**config.mk**
```make
export PLATFORM = sky130hd
export DESIGN_NAME = beta_mc_ctl
export DESIGN_NICKNAME = d
export VERILOG_FILES = /design/src/rtl/beta_pkg.sv /design/src/rtl/beta_pc_unit.sv /design/src/rtl/beta_mc_ctl.sv
export SDC_FILE = /design/constraint.sdc
export NUM_CORES = 1
export LEC_CHECK = 0
export BUFFER_PORTS_ARGS = -buffer_cell sky130_fd_sc_hd__buf_4
export CAP_MARGIN = 10
export CELL_PAD_IN_SITES_DETAIL_PLACEMENT = 1
export CELL_PAD_IN_SITES_GLOBAL_PLACEMENT = 1
export CORE_MARGIN = 2
export CORE_UTILIZATION = 40
export CTS_CLUSTER_DIAMETER = 30
export DETAILED_ROUTE_END_ITERATION = 12
export MAX_ROUTING_LAYER = met4
export PLACE_DENSITY = 0.86
export SETUP_SLACK_MARGIN = 0.02
export SYNTH_ARGS = -nofsm -noshare
export SYNTH_HDL_FRONTEND = slang
export SYNTH_SLANG_ARGS = --single-unit
export TNS_END_PERCENT = 30
```
**constraint.sdc**
```tcl
create_clock -name CLK -period 5.1 [get_ports CLK]
set_input_delay 0.51 -clock CLK [delete_from_list [all_inputs] [get_ports CLK]]
set_output_delay 0.51 -clock CLK [all_outputs]
set_load 0.03 [all_outputs]
```
**src/rtl/beta_pkg.sv**
```systemverilog
// Shared definitions for the BETA multi-cycle controller: opcodes, state and
// class encodings, write-data select codes and a small opcode classifier.
package beta_pkg;

    localparam logic [5:0] OP_LD         = 6'h18;
    localparam logic [5:0] OP_ST         = 6'h19;
    localparam logic [5:0] OP_JMP        = 6'h1B;
    localparam logic [5:0] OP_BEQ        = 6'h1C;
    localparam logic [5:0] OP_BNE        = 6'h1D;
    localparam logic [5:0] OP_LDR        = 6'h1F;
    localparam logic [5:0] OP_ALU_REG_LO = 6'h20;
    localparam logic [5:0] OP_ALU_LIT_LO = 6'h30;

    localparam logic [1:0] WDSEL_PC_INC = 2'd0;
    localparam logic [1:0] WDSEL_ALU    = 2'd1;
    localparam logic [1:0] WDSEL_MEM    = 2'd2;

    localparam logic [4:0] R_XP   = 5'd30;
    localparam logic [4:0] R_ZERO = 5'd31;

    typedef enum logic [2:0] {
        ST_FETCH,
        ST_DECODE,
        ST_EXEC,
        ST_MEM,
        ST_WB
    } state_t;

    typedef enum logic [3:0] {
        CLS_ALU_REG,
        CLS_ALU_LIT,
        CLS_LD,
        CLS_ST,
        CLS_LDR,
        CLS_JMP,
        CLS_BEQ,
        CLS_BNE,
        CLS_ILLOP,
        CLS_IRQ
    } op_class_t;

    typedef enum logic [2:0] {
        PC_SEL_INC,
        PC_SEL_BEQ,
        PC_SEL_BNE,
        PC_SEL_JMP,
        PC_SEL_ILLOP,
        PC_SEL_XADDR
    } pc_sel_t;

    function automatic op_class_t classify(input logic [5:0] opcode);
        op_class_t c;
        c = CLS_ILLOP;
        if (opcode >= OP_ALU_LIT_LO)      c = CLS_ALU_LIT;
        else if (opcode >= OP_ALU_REG_LO) c = CLS_ALU_REG;
        else begin
            case (opcode)
                OP_LD:   c = CLS_LD;
                OP_ST:   c = CLS_ST;
                OP_LDR:  c = CLS_LDR;
                OP_JMP:  c = CLS_JMP;
                OP_BEQ:  c = CLS_BEQ;
                OP_BNE:  c = CLS_BNE;
                default: c = CLS_ILLOP;
            endcase
        end
        return c;
    endfunction

endpackage

```
**src/rtl/beta_pc_unit.sv**
```systemverilog
// BETA program counter: PC register, supervisor-preserving incrementer and
// the branch / JMP / trap target mux. RADATA is captured in EXEC for use in WB.
module beta_pc_unit
    import beta_pkg::*;
#(
    parameter logic [31:0] RESET_ADDR = 32'h8000_0000,
    parameter logic [31:0] ILLOP_ADDR = 32'h8000_0004,
    parameter logic [31:0] XADDR      = 32'h8000_0008
) (
    input  logic        clk,
    input  logic        rst,
    input  logic        capture,
    input  logic        update,
    input  pc_sel_t     pc_sel,
    input  logic [15:0] lit,
    input  logic [31:0] ra_data,
    output logic [31:0] pc,
    output logic [31:0] pc_inc
);

    logic [31:0] ra_q;
    logic [30:0] br_low;
    logic [31:0] br_target;
    logic [31:0] jmp_target;
    logic [31:0] pc_next;

    assign pc_inc     = {pc[31], pc[30:0] + 31'd4};
    assign br_low     = pc_inc[30:0] + {{13{lit[15]}}, lit, 2'b00};
    assign br_target  = {pc[31], br_low};
    // JMP may drop the supervisor bit but never raise it
    assign jmp_target = {pc[31] & ra_q[31], ra_q[30:2], 2'b00};

    always_comb begin
        pc_next = pc_inc;
        case (pc_sel)
            PC_SEL_BEQ:   if (ra_q == 32'd0) pc_next = br_target;
            PC_SEL_BNE:   if (ra_q != 32'd0) pc_next = br_target;
            PC_SEL_JMP:   pc_next = jmp_target;
            PC_SEL_ILLOP: pc_next = {1'b1, ILLOP_ADDR[30:0]};
            PC_SEL_XADDR: pc_next = {1'b1, XADDR[30:0]};
            default:      pc_next = pc_inc;
        endcase
    end

    always_ff @(posedge clk) begin
        if (rst) begin
            pc   <= RESET_ADDR;
            ra_q <= 32'd0;
        end else begin
            if (capture) ra_q <= ra_data;
            if (update)  pc   <= pc_next;
        end
    end

endmodule

```
**src/rtl/beta_mc_ctl.sv**
```systemverilog
// BETA multi-cycle control sequencer and PC unit wrapper.
// Optional interrupt entry is enabled with the IRQ_SUPPORT_EN macro.
//
// state  | meaning
// FETCH  | IMEM_REQ high until IMEM_ACK, latch instruction
// DECODE | classify opcode, sample IRQ (when enabled)
// EXEC   | capture RADATA for branch/JMP, pick MEM or WB
// MEM    | hold MOE/MWR until DMEM_ACK
// WB     | register-file write (not ST), PC update
module beta_mc_ctl
    import beta_pkg::*;
#(
    parameter logic [31:0] RESET_ADDR = 32'h8000_0000,
    parameter logic [31:0] ILLOP_ADDR = 32'h8000_0004,
    parameter logic [31:0] XADDR      = 32'h8000_0008
) (
    input  logic        CLK,
    input  logic        RESET,
    input  logic        IMEM_ACK,
    input  logic [31:0] IMEM_DATA,
    input  logic        DMEM_ACK,
    input  logic [31:0] RADATA,
    input  logic        IRQ,
    output logic        IMEM_REQ,
    output logic [31:0] PC,
    output logic [31:0] PC_INC,
    output logic [4:0]  RA,
    output logic [4:0]  RB,
    output logic [4:0]  RC,
    output logic        RA2SEL,
    output logic        WASEL,
    output logic        WERF,
    output logic        ASEL,
    output logic        BSEL,
    output logic [31:0] LIT,
    output logic [5:0]  ALUFN,
    output logic [1:0]  WDSEL,
    output logic        MOE,
    output logic        MWR
);

    state_t    state, state_next;
    logic [31:0] ir;
    logic      irq_q;
    op_class_t cls;
    pc_sel_t   pc_sel;
    logic      is_mem;

    always_ff @(posedge CLK) begin
        if (RESET) begin
            state <= ST_FETCH;
            ir    <= 32'd0;
        end else begin
            state <= state_next;
            if (state == ST_FETCH && IMEM_ACK) ir <= IMEM_DATA;
        end
    end

`ifdef IRQ_SUPPORT_EN
    always_ff @(posedge CLK) begin
        if (RESET)                    irq_q <= 1'b0;
        else if (state == ST_DECODE)  irq_q <= IRQ & ~PC[31];
        else if (state == ST_FETCH)   irq_q <= 1'b0;
    end
`else
    logic irq_unused;
    assign irq_unused = IRQ;
    assign irq_q      = 1'b0;
`endif

    assign cls = irq_q ? CLS_IRQ : classify(ir[31:26]);
    assign RA  = ir[20:16];
    assign RB  = ir[15:11];
    assign RC  = ir[25:21];
    assign LIT = {{16{ir[15]}}, ir[15:0]};

    always_comb begin
        state_next = state;
        IMEM_REQ   = 1'b0;
        WERF       = 1'b0;
        MOE        = 1'b0;
        MWR        = 1'b0;
        RA2SEL     = 1'b0;
        WASEL      = 1'b0;
        ASEL       = 1'b0;
        BSEL       = 1'b0;
        ALUFN      = 6'd0;
        WDSEL      = WDSEL_PC_INC;
        pc_sel     = PC_SEL_INC;
        is_mem     = 1'b0;

        // selects stay low while fetching so a stale IR never leaks out
        if (state != ST_FETCH) begin
            case (cls)
                CLS_ALU_REG: begin ALUFN = ir[31:26]; WDSEL = WDSEL_ALU; end
                CLS_ALU_LIT: begin ALUFN = ir[31:26]; BSEL = 1'b1; WDSEL = WDSEL_ALU; end
                CLS_LD:      begin BSEL = 1'b1; WDSEL = WDSEL_MEM; is_mem = 1'b1; end
                CLS_LDR:     begin ASEL = 1'b1; BSEL = 1'b1; WDSEL = WDSEL_MEM; is_mem = 1'b1; end
                CLS_ST:      begin BSEL = 1'b1; RA2SEL = 1'b1; is_mem = 1'b1; end
                CLS_JMP:     pc_sel = PC_SEL_JMP;
                CLS_BEQ:     pc_sel = PC_SEL_BEQ;
                CLS_BNE:     pc_sel = PC_SEL_BNE;
                CLS_ILLOP:   begin WASEL = 1'b1; pc_sel = PC_SEL_ILLOP; end
                CLS_IRQ:     begin WASEL = 1'b1; pc_sel = PC_SEL_XADDR; end
                default:     ;
            endcase
        end

        case (state)
            ST_FETCH: begin
                IMEM_REQ = ~RESET;
                if (IMEM_ACK) state_next = ST_DECODE;
            end
            ST_DECODE: state_next = ST_EXEC;
            ST_EXEC:   state_next = is_mem ? ST_MEM : ST_WB;
            ST_MEM: begin
                MOE = (cls == CLS_LD) || (cls == CLS_LDR);
                MWR = (cls == CLS_ST);
                if (DMEM_ACK) state_next = ST_WB;
            end
            ST_WB: begin
                WERF       = (cls != CLS_ST);
                state_next = ST_FETCH;
            end
            default: state_next = ST_FETCH;
        endcase
    end

    beta_pc_unit #(
        .RESET_ADDR (RESET_ADDR),
        .ILLOP_ADDR (ILLOP_ADDR),
        .XADDR      (XADDR)
    ) u_pc (
        .clk     (CLK),
        .rst     (RESET),
        .capture (state == ST_EXEC),
        .update  (state == ST_WB),
        .pc_sel  (pc_sel),
        .lit     (ir[15:0]),
        .ra_data (RADATA),
        .pc      (PC),
        .pc_inc  (PC_INC)
    );

endmodule

```
# After elaboration in Yosys (flattened, before gate mapping)
# Index checks and enable logic that the tools add are counted.
totals:
  register_bits: 99
  inputBits: 69
  out_inout_bits: 127
classes:
  addsub: 2
  n_lt_le_gt_ge: 2
  eq_ne: 27
  muxes: 30
  n_bitwise: 4
  reduce_logical: 15
op_table:
  columns: ["op", "n"]
  rows:
  - ["$pmux 32 s5", 1]
  - ["$mux 31", 2]
  - ["$eq 6x5->1 const B", 6]
  - ["$logic_not 32->1", 1]
  - ["$reduce_bool 32->1", 1]
  - ["$add 31x3->31 const B", 1]
  - ["$add 31x31->31", 1]
  - ["$pmux 4 s6", 1]
  - ["$eq 4x3->1 const B", 4]
  - ["$pmux 3 s5", 1]
  - ["$mux 1", 14]
  - ["$eq 3x2->1 const B", 4]
  - ["$ge 6x6->1 const B", 2]
  - ["$mux 3", 4]
  - ["$mux 6", 2]
  - ["$pmux 3 s4", 1]
  - ["$eq 3x3->1 const B", 3]
  - ["$eq 4x2->1 const B", 2]
  - ["$eq 4x4->1 const B", 2]
  - ["$mux 4", 2]
  - ["$eq 3x1->1 const B", 2]
  - ["$reduce_bool 3->1", 2]
  - ["$reduce_or 2->1", 3]
  - ["$eq 4x1->1 const B", 1]
  - ["14 further kinds", 17]

# Logic depth before layout (Yosys ltp)
# Gate-level depths: netlist (run 1).
logic_depth:
  depth_word: 10
  mapped_depth: 15
  depth_no_buf: 14

# Modules after synthesis
# From an unflattened synthesis (run 1), not the netlist that was laid out.
unflattened:
  cells_unflattened: 893
  hier_area_um2: 7163.1
by_module_without_submodules:
  columns: ["module", "n_inst", "cells_per_inst", "area_each_um2", "seq_area_each_um2"]
  rows:
  - ["beta_pc_unit", 1, 640, 5251.3, 1241.2]
  - ["beta_mc_ctl", 1, 253, 1911.8, 700.7]

# Worst setup path before layout (run 1)
# OpenSTA, ideal clock, no wires.
synth_timing:
  path_type: "register to register"
  start: "reg u_pc.pc[12]"
  end: "reg u_pc.pc[28]"
  setup_time_ns: 0.078
  t_arrival_ns: 3.966
  t_required_ns: 5.022
  setup_slack_ns: 1.056
  stages_incl_launch_ff: 16
  path_buffers: 1
  synth_period_minus_slack_ns: 4.044
  path_cell_list: "dfxtp_1 -> buf_2 -> nand4_1 -> or2_2 -> nor2_1 -> nand4_1 -> xnor2_1 -> ha_1 -> a211oi_1 -> o21ai_0 -> a41oi_1 -> o32ai_1 -> a2111oi_0 -> xnor2_1 -> a21oi_1 -> nor3_1"
synth_via:
  elab_chain_len: 4
  word_cells_on_any_way: 5
synth_rtl:
  columns: ["item", "line_no", "source"]
  rows:
  - ["start: declaration", "beta_pc_unit.sv:17", "output logic [31:0] pc,"]
  - ["start signal: assignment", "beta_pc_unit.sv:51", "if (update) pc <= pc_next;"]
  - ["$add 31x3->31 (*)", "beta_pc_unit.sv:27", "assign pc_inc = {pc[31], pc[30:0] + 31'd4};"]
  - ["named net PC_INC[19]", "beta_mc_ctl.sv:26", "output logic [31:0] PC_INC,"]
  - ["$add 31x31->31 (*)", "beta_pc_unit.sv:28", "assign br_low = pc_inc[30:0] + {{13{lit[15]}}, lit, 2'b00};"]
  - ["$mux 31, on equally long branches", "beta_pc_unit.sv:37, beta_pc_unit.sv:36", null]
  - ["$pmux 32 s5 (*)", "beta_pc_unit.sv:35", "case (pc_sel)"]
# Mark *: on every way through the listed nets, which the timed path passes. The rest lies on a longest branch.
# A chain may end at the register's enable or synchronous reset.

# Final worst setup path (run 1)
layout_timing:
  start: "reg u_pc.pc[4]"
  end: "reg u_pc.pc[28]"
layout_via:
  elab_chain_len: 4
  word_cells_on_any_way: 5
layout_rtl:
  columns: ["item", "line_no"]
  rows:
  - ["$add 31x3->31 (*)", "beta_pc_unit.sv:27"]
  - ["$add 31x31->31", "beta_pc_unit.sv:28"]
  - ["$mux 31, on equally long branches", "beta_pc_unit.sv:37, beta_pc_unit.sv:36"]
  - ["$pmux 32 s5 (*)", "beta_pc_unit.sv:35"]
# Mark *: on every way between the ends. The rest lies on a longest branch, timed or not.

==> results of run 1 <==
==> Yosys cell counts (all sizes together), types with 3 or more instances <==
cell / instances
a211oi: 11
a21o: 10
a21oi: 109
a221o: 19
a221oi: 8
a31oi: 7
and2: 5
and3: 15
buf: 64
clkbuf: 37
dfxtp: 97
ha: 29
inv: 16
mux2: 3
mux2i: 3
nand2: 166
nand2b: 3
nand3: 18
nand3b: 6
nand4: 13
nor2: 72
nor2b: 3
nor3: 29
nor4: 13
o21a: 5
o21ai: 28
o21bai: 6
o22ai: 3
o31a: 5
or2: 3
or3: 4
or3b: 3
xnor2: 31
xor2: 14
==> power by group through the flow <==
stage               clock network, W  registers [W]  logic [W]
floorplan                          0       0.000842   0.000290
global placement                   0       0.000847   0.000397
detailed placement                 0       0.000849   0.000408
CTS                         0.000744       0.000831   0.000411
global route                0.000775       0.000836   0.000441
finish                      0.000734       0.000832   0.000409
==> per-layer routing <==
metal	wire length (microns)	part of all wire, %	GRT usage [%]
met5	0	0	-
met4	638	2.8	9.74
met3	1390	6.1	4.33
met2	10600	46	41.5
met1	10300	45	33.5
==> critical path: cells and delay by family (launching register included) <==
kind	cells	cell delay, ns
xor gates and xnor gates	2	0.51
and+or+nand+nor	6	1.74
DFF	1	0.48
adders and majority gates	1	0.36
AOI/OAI and AO/OA	4	1.18
==> how the worst max path moves through the flow <==
stage	depth (start not counted)	end	start	slack [ns]
global route	14	u_pc.pc[30]$_SDFFE_PP0N_	u_pc.pc[2]$_SDFFE_PP0N_	0.41
CTS	13	u_pc.pc[28]$_SDFFE_PP0N_	u_pc.pc[4]$_SDFFE_PP0N_	0.75
global placement	14	u_pc.pc[30]$_SDFFE_PP0N_	u_pc.pc[2]$_SDFFE_PP0N_	1.01
floorplan	15	u_pc.pc[28]$_SDFFE_PP0N_	u_pc.pc[12]$_SDFFE_PP0N_	1.06
detailed placement	13	u_pc.pc[30]$_SDFFE_PP0N_	u_pc.pc[4]$_SDFFE_PP0N_	0.80
finish	13	u_pc.pc[28]$_SDFFE_PP0N_	u_pc.pc[4]$_SDFFE_PP0N_	0.70
==> area by class of cell <==
type                            instances  area (sq um)  share of cell area [%]
Timing Repair Buffer                  198          1490                    18.4
Multi-Input combinational cell        675          4010                    49.6
Tap cell                              216           270                    3.34
Sequential cell                        97          1940                    24.0
Inverter                               16          60.1                   0.743
Clock inverter                          3          46.3                   0.573
Clock buffer                           12           267                    3.30
==> logic make-up after synthesis <==
family	Yosys count	synth area share, %
DFF	97	29.4
adders and majority gates	30	5.79
and+or+nand+nor	360	25.5
AOI/OAI and AO/OA	230	22.1
buffers and inverters	117	10.1
other	1	0.0568
muxes	6	0.966
xor gates and xnor gates	45	6.08
==> state kept, by name (all words and copies together), names as in the netlist <==
name,count
u_pc.ra_q,32
ir,32
state,3
u_pc.pc,30
==> metrics by stage <==
stage / total power (W) / area, sq um / worst slack, ns / hold slack (ns) / utilization, %
after detailed placement: 0.00126 / 7770 / 0.799 / 0.450 / 48.6
after global placement: 0.00124 / 7770 / 1.01 / 0.443 / 48.6
after global routing: 0.00205 / 8090 / 0.412 / 0.394 / 50.5
after floorplan: 0.00113 / 6620 / 1.06 / 0.436 / -
final: 0.00197 / 8090 / 0.698 / 0.397 / 50.5
after CTS: 0.00199 / 8090 / 0.750 / 0.388 / 50.5
==> flow_summary.yaml, run 1 <==
critical_path:
  slowest_stage: "nor3_1"
  critPathKind: "flip-flop to flip-flop"
  path_max_fanout: 8
  cp.required_ns: 5.31
  cp.arrival_ns: 4.61
  r2r-start: "u_pc.pc[4]$_SDFFE_PP0N_"
  r2r_end: "u_pc.pc[28]$_SDFFE_PP0N_"
  rr_worst_depth: 13
  crit_path_start_kind: "flip-flop"
  slowest_delay_ns: 0.79
  ff2ff_setup_slack_ns: 0.70
  path_cells: "and3_1, nand4_1, nor3_1, xor2_1, ha_1, a21oi_1, nor2b_1, nor3_1, o32ai_1, a2111oi_0, xnor2_1, a21oi_1, nor3_1"
  cp-end-kind: "flip-flop"
  crit_top_cell: "nor3_1"
global_route:
  grt_util_all_layers_pct: 26.2
  antenna_found_initial: 0
  grt_pass1_wl_microns: 36200
  grt_pass1_vias: 6731
  overflow: 0
  grt_max_degree: 67
layout:
  antenna-diode-count: 0
  fin_cells: 1217
  nets: 1096
  drive_above_1_share_pct: 23.2
  final_cell_mix: "buf_4 (198), nand2_1 (165), a21oi_1 (109)"
  synthToLayoutAreaGrowth_pct: 22.4
  final_common_cell: "buf_4"
  nFillCells: 2061
min_path:
  hold_depth: 3
  min_from: "IMEM_DATA[21]"
  whs_endpoint: "ir[21]$_SDFFE_PP0P_"
  hp-class: "primary input to flip-flop"
sta:
  tns_ns: 0
  clock_skew_ns: 0.00990
  worstMarginPinSlew_ns: 1.09
  maxSlewHeadroom_pct: 26.9
  max_clock_freq_mhz: 227
  rsz0062_at_grt: "no"
  drv_slew: 0
  fin_crit_sh_pct: 86.3
  period_minus_slack_ns: 4.40
  setup_viol: 0
  timing_hold_violations_final: 0
detailed_routing:
  vias: 6869
  drc: 0
  routed_wl_microns: 22900
  antenna_left: 0
  dr.pass1.iters: 5
  viasPerCell: 5.64
  drtIter0Drc: 382
  routedWlPerCell_microns: 18.8
cts:
  clk-insertion-delay-late_ns: 0.36
  cts_setup_buffers: 0
  path_clk_slew_ns: 0.07
  cts.hold.buffers_added: 0
  htreeDepth: 3
  cts_tree: "built"
  numCtsBuffers: 9
  cts_root_buf: "clkbuf_16"
  cts_resized: 0
  cts_sinks: 97
  clockBufferDepth: 2
logic_synthesis:
  synth.top_cell.area_share_pct: 29.4
  synth_area_leader_cell: "dfxtp_1"
  synth.ff_latch_count: 97
  synth_area_leaders: "dfxtp_1 (29%), nand2_1 (9.4%), a21oi_1 (8.3%)"
  netlist_area_sq_um: 6610
  synthCells: 886
  syn_area_per_cell_sq_um: 7.46
  ys_types: 69
  seq_area_frac_synth_pct: 29.4
  synth_warnings: 0
  synth_ff_type: "dfxtp_1"
  synth_edf_count: 0
  ys_async_sr_fraction_pct: 0
run:
  max_cap_viol_count: 0
placement:
  io_buffers: 190
  dp_cells: 1202
  hpwl_microns: 17200
  place.gp.congestion: 0.929
power_and_ir_drop:
  power_density_nw_per_um2: 244
  ir_drop_uv: 157
  clockPowerShare_pct: 37.2
  netSwitchingFraction_pct: 31.0
  internal-power_w: 0.00136
  power_frac_comb_pct: 20.7
  pwr-share-seq_pct: 42.1
  leakagePower_nw: 3.50
  p_sw_w: 0.000612
floorplan:
  core_area_sq_um: 16000
  ios: 196
  die_x_microns: 133
  rows: 46
  die-area_sq_um: 17600
  initial_core_util_pct: 41.3
  die-height_microns: 133
status:
  status: "complete, no violations"
Power figures use the tool's default switching activity.
==> run 2: changes to the inputs <==
--- a/config.mk
+++ b/config.mk
@@ -10,11 +10,12 @@
 export CELL_PAD_IN_SITES_DETAIL_PLACEMENT = 1
 export CELL_PAD_IN_SITES_GLOBAL_PLACEMENT = 1
 export CORE_MARGIN = 2
-export CORE_UTILIZATION = 40
+export CORE_UTILIZATION = 37
 export CTS_CLUSTER_DIAMETER = 30
 export DETAILED_ROUTE_END_ITERATION = 12
+export GPL_TIMING_DRIVEN = 0
 export MAX_ROUTING_LAYER = met4
-export PLACE_DENSITY = 0.86
+export PLACE_DENSITY = 0.81
 export SETUP_SLACK_MARGIN = 0.02
 export SYNTH_ARGS = -nofsm -noshare
 export SYNTH_HDL_FRONTEND = slang
==> constraint.sdc (replaced) <==
create_clock -name CLK -period 4.2 [get_ports CLK]
set_input_delay 0.42 -clock CLK [delete_from_list [all_inputs] [get_ports CLK]]
set_output_delay 0.42 -clock CLK [all_outputs]
set_load 0.03 [all_outputs]
==> flow_summary.yaml, run 2 (synthesis gave the netlist of run 1 again) <==
sta:
  drv_slew: 0
  timing_hold_violations_final: 0
  max_clock_freq_mhz: 245
  maxSlewHeadroom_pct: 44.4
  worst_slack_ns: 0.122
  setup_viol: 0
  period_minus_slack_ns: 4.08
  fin_crit_sh_pct: 97.1
  rsz0062_at_grt: "yes"
  holdWs_ns: 0.301
  clock_skew_ns: 0.0105
  worstMarginPinSlew_ns: 0.830
floorplan:
  die-area_sq_um: 18900
  core_area_sq_um: 17400
  initial_core_util_pct: 38.1
  ios: 196
  rows: 48
  die_x_microns: 138
  die-height_microns: 138
layout:
  nets: 1196
  nFillCells: 2186
  final_common_cell: "buf_4"
  antenna-diode-count: 0
  top_regs: "ir (32), u_pc.ra_q (32), u_pc.pc (30)"
  final_cell_mix: "buf_4 (248), nand2_1 (165), a21oi_1 (109)"
  synthToLayoutAreaGrowth_pct: 33.6
  drive_above_1_share_pct: 28.2
power_and_ir_drop:
  internal-power_w: 0.00170
  pwr-share-seq_pct: 40.5
  ir_drop_uv: 244
  netSwitchingFraction_pct: 31.5
  power_frac_comb_pct: 23.3
  p_sw_w: 0.000778
  power_density_nw_per_um2: 280
  clockPowerShare_pct: 36.1
  leakagePower_nw: 3.93
  power_w: 0.00247
cts:
  clockBufferDepth: 2
  numCtsBuffers: 9
  htreeDepth: 3
  cts_root_buf: "clkbuf_16"
  path_clk_slew_ns: 0.07
  cts_tree: "built"
  cts_sinks: 97
  clk-insertion-delay-late_ns: 0.36
placement:
  place.gp.congestion: 0.920
  hpwl_microns: 19400
  io_buffers: 189
  pre_cts_slack_ns: -0.222
critical_path:
  cp.required_ns: 4.44
  slowest_delay_ns: 0.41
  cp_num_buf_inv: 1
  crit_path_start_kind: "flip-flop"
  crit_top_cell: "nand4_1"
  path_cells: "buf_2, nand4_1, or2_2, nor2_1, nand4_1, xnor2_2, ha_1, nand4_1, nor4_2, o311ai_1, a21oi_1, nor2_1, a21oi_1, nor4_1, or3_1"
  cp-end-kind: "flip-flop"
  ff2ff_setup_slack_ns: 0.12
  slowest_stage: "or2_2"
  cp_top_family: "simple AND/OR/NAND/NOR gates"
  path_max_fanout: 8
  critPathKind: "flip-flop to flip-flop"
  cp.arrival_ns: 4.32
detailed_routing:
  dr.pass1.iters: 4
  routed_wl_microns: 25000
  drc: 0
  viasPerCell: 5.52
  routedWlPerCell_microns: 18.9
  drtIter0Drc: 467
  antenna_left: 0
  vias: 7324
run:
  max_cap_viol_count: 0
global_route:
  grt_util_all_layers_pct: 27.3
  grt_max_degree: 22
  grt_pass1_vias: 7115
  grt_pass1_wl_microns: 38600
  overflow: 0
  antenna_found_initial: 0
min_path:
  hp-class: "primary input to flip-flop"
status:
  status: "complete, no violations"
## run 2: changes by cell type in the layout (fill, tap and decap cells not counted), sizes merged
cell / before / now
buf: 198 / 261
clkinvlp: 1 / 0
clkinv: 0 / 1
clkbuf: 12 / 49
inv: 17 / 18
## run 2: cell type report
cell class | instances | area (sq um) | share of cell area, %
Inverter | 16 | 60.1 | 0.680
Timing Repair Buffer | 197 | 1500 | 17.0
Tap cell | 225 | 282 | 3.19
Multi-Input combinational cell | 675 | 4120 | 46.7
Clock inverter | 4 | 56.3 | 0.638
Clock buffer | 12 | 256 | 2.91
Sequential cell | 97 | 1940 | 22.0
Buffer | 101 | 608 | 6.89
## run 2: path summary, 6_finish.rpt
kind                                 start                       end  cells past startpoint
setup / recovery  u_pc.pc[12]$_SDFFE_PP0N_  u_pc.pc[30]$_SDFFE_PP0N_                     15
hold / removal                IMEM_DATA[2]        ir[2]$_SDFFE_PP0P_                      3
setup reg to reg  u_pc.pc[12]$_SDFFE_PP0N_  u_pc.pc[30]$_SDFFE_PP0N_                     15
hold reg to reg        ir[22]$_SDFFE_PP0P_       ir[22]$_SDFFE_PP0P_                      2
## run 2: power by group through the flow
stage | Combinational (W) | Sequential, W | Clock, W
after floorplan | 0.000352 | 0.00102 | 0
after global routing | 0.000627 | 0.00101 | 0.000950
after global placement | 0.000553 | 0.00103 | 0
final | 0.000578 | 0.00100 | 0.000893
after detailed placement | 0.000572 | 0.00102 | 0
after CTS | 0.000575 | 0.00100 | 0.000912
## run 2: per-stage QoR
stage | instances | setup TNS [ns] | util [%] | cell area [sq um]
after CTS | 1323 | 0 | 50.2 | 8710
after detailed placement | 1304 | -0.441 | 48.1 | 8350
after global routing | 1327 | -0.0279 | 50.9 | 8830
after global placement | 1303 | -0.245 | 47.9 | 8320
final | 1327 | 0 | 50.9 | 8830
after floorplan | 889 | 0 | - | 6620
## run 2: layer usage
layer | routed length [microns] | part of all wire (%) | GRT usage, %
met1 | 11000 | 44 | 34.1
met2 | 11800 | 47 | 44.9
met3 | 1680 | 6.7 | 5.26
met4 | 544 | 2.2 | 7.90
met5 | 0 | 0 | -
## run 2: tightest hold or removal path, cell delays in order
cell and delay, ns:
buf_4 0.11, nand2_1 0.05, a21oi_1 0.05
## run 2: repair_timing
item / in CTS / in global routing
hold buffers: 0 / 0
pin swaps: 1 / 2
setup endpoints to repair: 3 / 6
gates resized for setup: 7 / 15
hold endpoints to repair: 0 / 0
setup buffers: 3 / 4
==> run 3: changes to the inputs <==
--- a/config.mk
+++ b/config.mk
@@ -8,9 +8,9 @@
 export BUFFER_PORTS_ARGS = -buffer_cell sky130_fd_sc_hd__buf_4
 export CAP_MARGIN = 10
 export CELL_PAD_IN_SITES_DETAIL_PLACEMENT = 1
-export CELL_PAD_IN_SITES_GLOBAL_PLACEMENT = 1
+export CELL_PAD_IN_SITES_GLOBAL_PLACEMENT = 2
 export CORE_MARGIN = 2
-export CORE_UTILIZATION = 37
+export CORE_UTILIZATION = 29
 export CTS_CLUSTER_DIAMETER = 30
 export DETAILED_ROUTE_END_ITERATION = 12
 export GPL_TIMING_DRIVEN = 0
==> flow_summary.yaml, run 3 (synthesis gave the netlist of run 1 again) <==
status:
  status: "complete, no violations"
detailed_routing:
  drc: 0
  drtIter0Drc: 331
  routed_wl_microns: 25800
  dr.pass1.iters: 5
  viasPerCell: 5.10
  vias: 7054
  routedWlPerCell_microns: 18.6
  antenna_left: 0
global_route:
  grt_pass1_vias: 6957
  grt_util_all_layers_pct: 22.0
  grt_max_degree: 34
  grt_pass1_wl_microns: 39700
  antenna_found_initial: 1
  overflow: 0
layout:
  nets: 1193
  drive_above_1_share_pct: 29.0
  utilization_pct: 39.5
  synthToLayoutAreaGrowth_pct: 34.6
  fin_cells: 1383
  fin_area_sq_um: 8890
  final_common_cell: "buf_4"
  multi_input_area_sq_um: 4150
  nFillCells: 2761
  top_regs: "ir (32), u_pc.ra_q (32), u_pc.pc (30)"
  final_cell_mix: "buf_4 (246), nand2_1 (165), a21oi_1 (109)"
  regArea_sq_um: 1950
sta:
  tns_ns: 0
  maxSlewHeadroom_pct: 41.8
  worstMarginPinSlew_ns: 0.869
  max_clock_freq_mhz: 247
  drv_slew: 0
  clock_skew_ns: 0.00923
  setup_viol: 0
  period_minus_slack_ns: 4.05
  fin_crit_sh_pct: 96.5
  rsz0062_at_grt: "yes"
  timing_hold_violations_final: 0
cts:
  cts.hold.buffers_added: 0
  numCtsBuffers: 9
  cts_root_buf: "clkbuf_16"
  clk-insertion-delay-late_ns: 0.36
  clockBufferDepth: 2
  cts_sinks: 97
  path_clk_slew_ns: 0.07
  cts_tree: "built"
  htreeDepth: 3
placement:
  dp_cells: 1363
  place.gp.congestion: 0.888
  io_buffers: 189
  place_area_sq_um: 8400
  hpwl_microns: 20200
min_path:
  min_from: "IMEM_DATA[3]"
  hp-class: "primary input to flip-flop"
floorplan:
  rows: 55
  initial_core_util_pct: 29.4
  ios: 196
  core_area_sq_um: 22500
  die_x_microns: 155
  die-height_microns: 155
  die-area_sq_um: 24000
critical_path:
  path_max_fanout: 6
  critPathKind: "flip-flop to flip-flop"
  cp.arrival_ns: 4.36
  r2r-start: "u_pc.pc[9]$_SDFFE_PP0N_"
  worstSetupStartpoint: "u_pc.pc[9]$_SDFFE_PP0N_"
  cp.required_ns: 4.51
  crit_path_start_kind: "flip-flop"
  cp-end-kind: "flip-flop"
power_and_ir_drop:
  power_density_nw_per_um2: 280
  ir_drop_uv: 174
  power_w: 0.00249
  leakagePower_nw: 3.93
run:
  max_cap_viol_count: 0
-- run 3: cell types whose count changed in the layout (fill, tap and decap cells not counted), sizes merged --
cell    delta
buf        -3
clkbuf     -3
clkinv     +2
inv        -2
bufinv     +1
diode      +1
-- run 3: through the flow --
| step | hold WS, ns | worst slack (ns) |
|---|---|---|
| 5_1_grt | 0.302 | -0.0336 |
| 3_3_place_gp | 0.444 | -0.287 |
| 3_5_place_dp | 0.450 | -0.283 |
| 6_report | 0.304 | 0.147 |
| 4_1_cts | 0.293 | 0.0488 |
| 2_1_floorplan | 0.436 | 0.156 |
-- run 3: path summary, 6_finish.rpt --
path	end	depth (start not counted)	slack, ns
max reg2reg	u_pc.pc[30]$_SDFFE_PP0N_	14	0.15
min	ir[3]$_SDFFE_PP0P_	3	0.30
max	u_pc.pc[30]$_SDFFE_PP0N_	14	0.15
min reg2reg	ir[22]$_SDFFE_PP0P_	2	0.46
-- run 3: layer usage --
| layer | global-route usage, % | up-vias | part of all wire (%) |
|---|---|---|---|
| li1 | - | 3506 | - |
| met4 | 6.57 | 0 | 2.0 |
| met3 | 3.62 | 29 | 5.2 |
| met1 | 28.4 | 3351 | 47 |
| met2 | 35.3 | 168 | 46 |
| met5 | - | - | 0 |
-- run 3: cell type report --
type / instances / area share, %
tap: 285 / 4.01
clock inverter: 5 / 0.929
sequential: 97 / 21.9
multi-input combinational: 675 / 46.7
antenna: 1 / 0.0281
buffer: 101 / 6.84
inverter: 16 / 0.675
clock buffer: 9 / 2.53
timing repair buffer: 194 / 16.4
-- run 3: timing repair --
| item | in CTS | in global routing |
|---|---|---|
| setup endpoints to repair | 7 | 6 |
| buffers inserted | 4 | 1 |
| pin swaps | 2 | 1 |
| resized for setup | 8 | 24 |
-- run 3: power by group --
| part | switching, W | internal [W] | leakage [nW] |
|---|---|---|---|
| registers | 0.0000506 | 0.000958 | 0.792 |
| logic | 0.000334 | 0.000234 | 2.99 |
| clock network | 0.000392 | 0.000517 | 0.151 |
| total | 0.000776 | 0.00171 | 3.93 |
-- run 3: worst max-delay path, stage by stage (launching register included) --
cell      delay, ns
dfxtp_1        0.49
nand4_4        0.24
or2_2          0.41
nor2_2         0.15
nand2_1        0.11
xnor2_2        0.22
ha_1           0.42
nand4_1        0.24
nor4_2         0.42
o311ai_1       0.23
a21oi_1        0.27
nor2_1         0.08
a21oi_1        0.24
nor4bb_1       0.33
or3_1          0.16
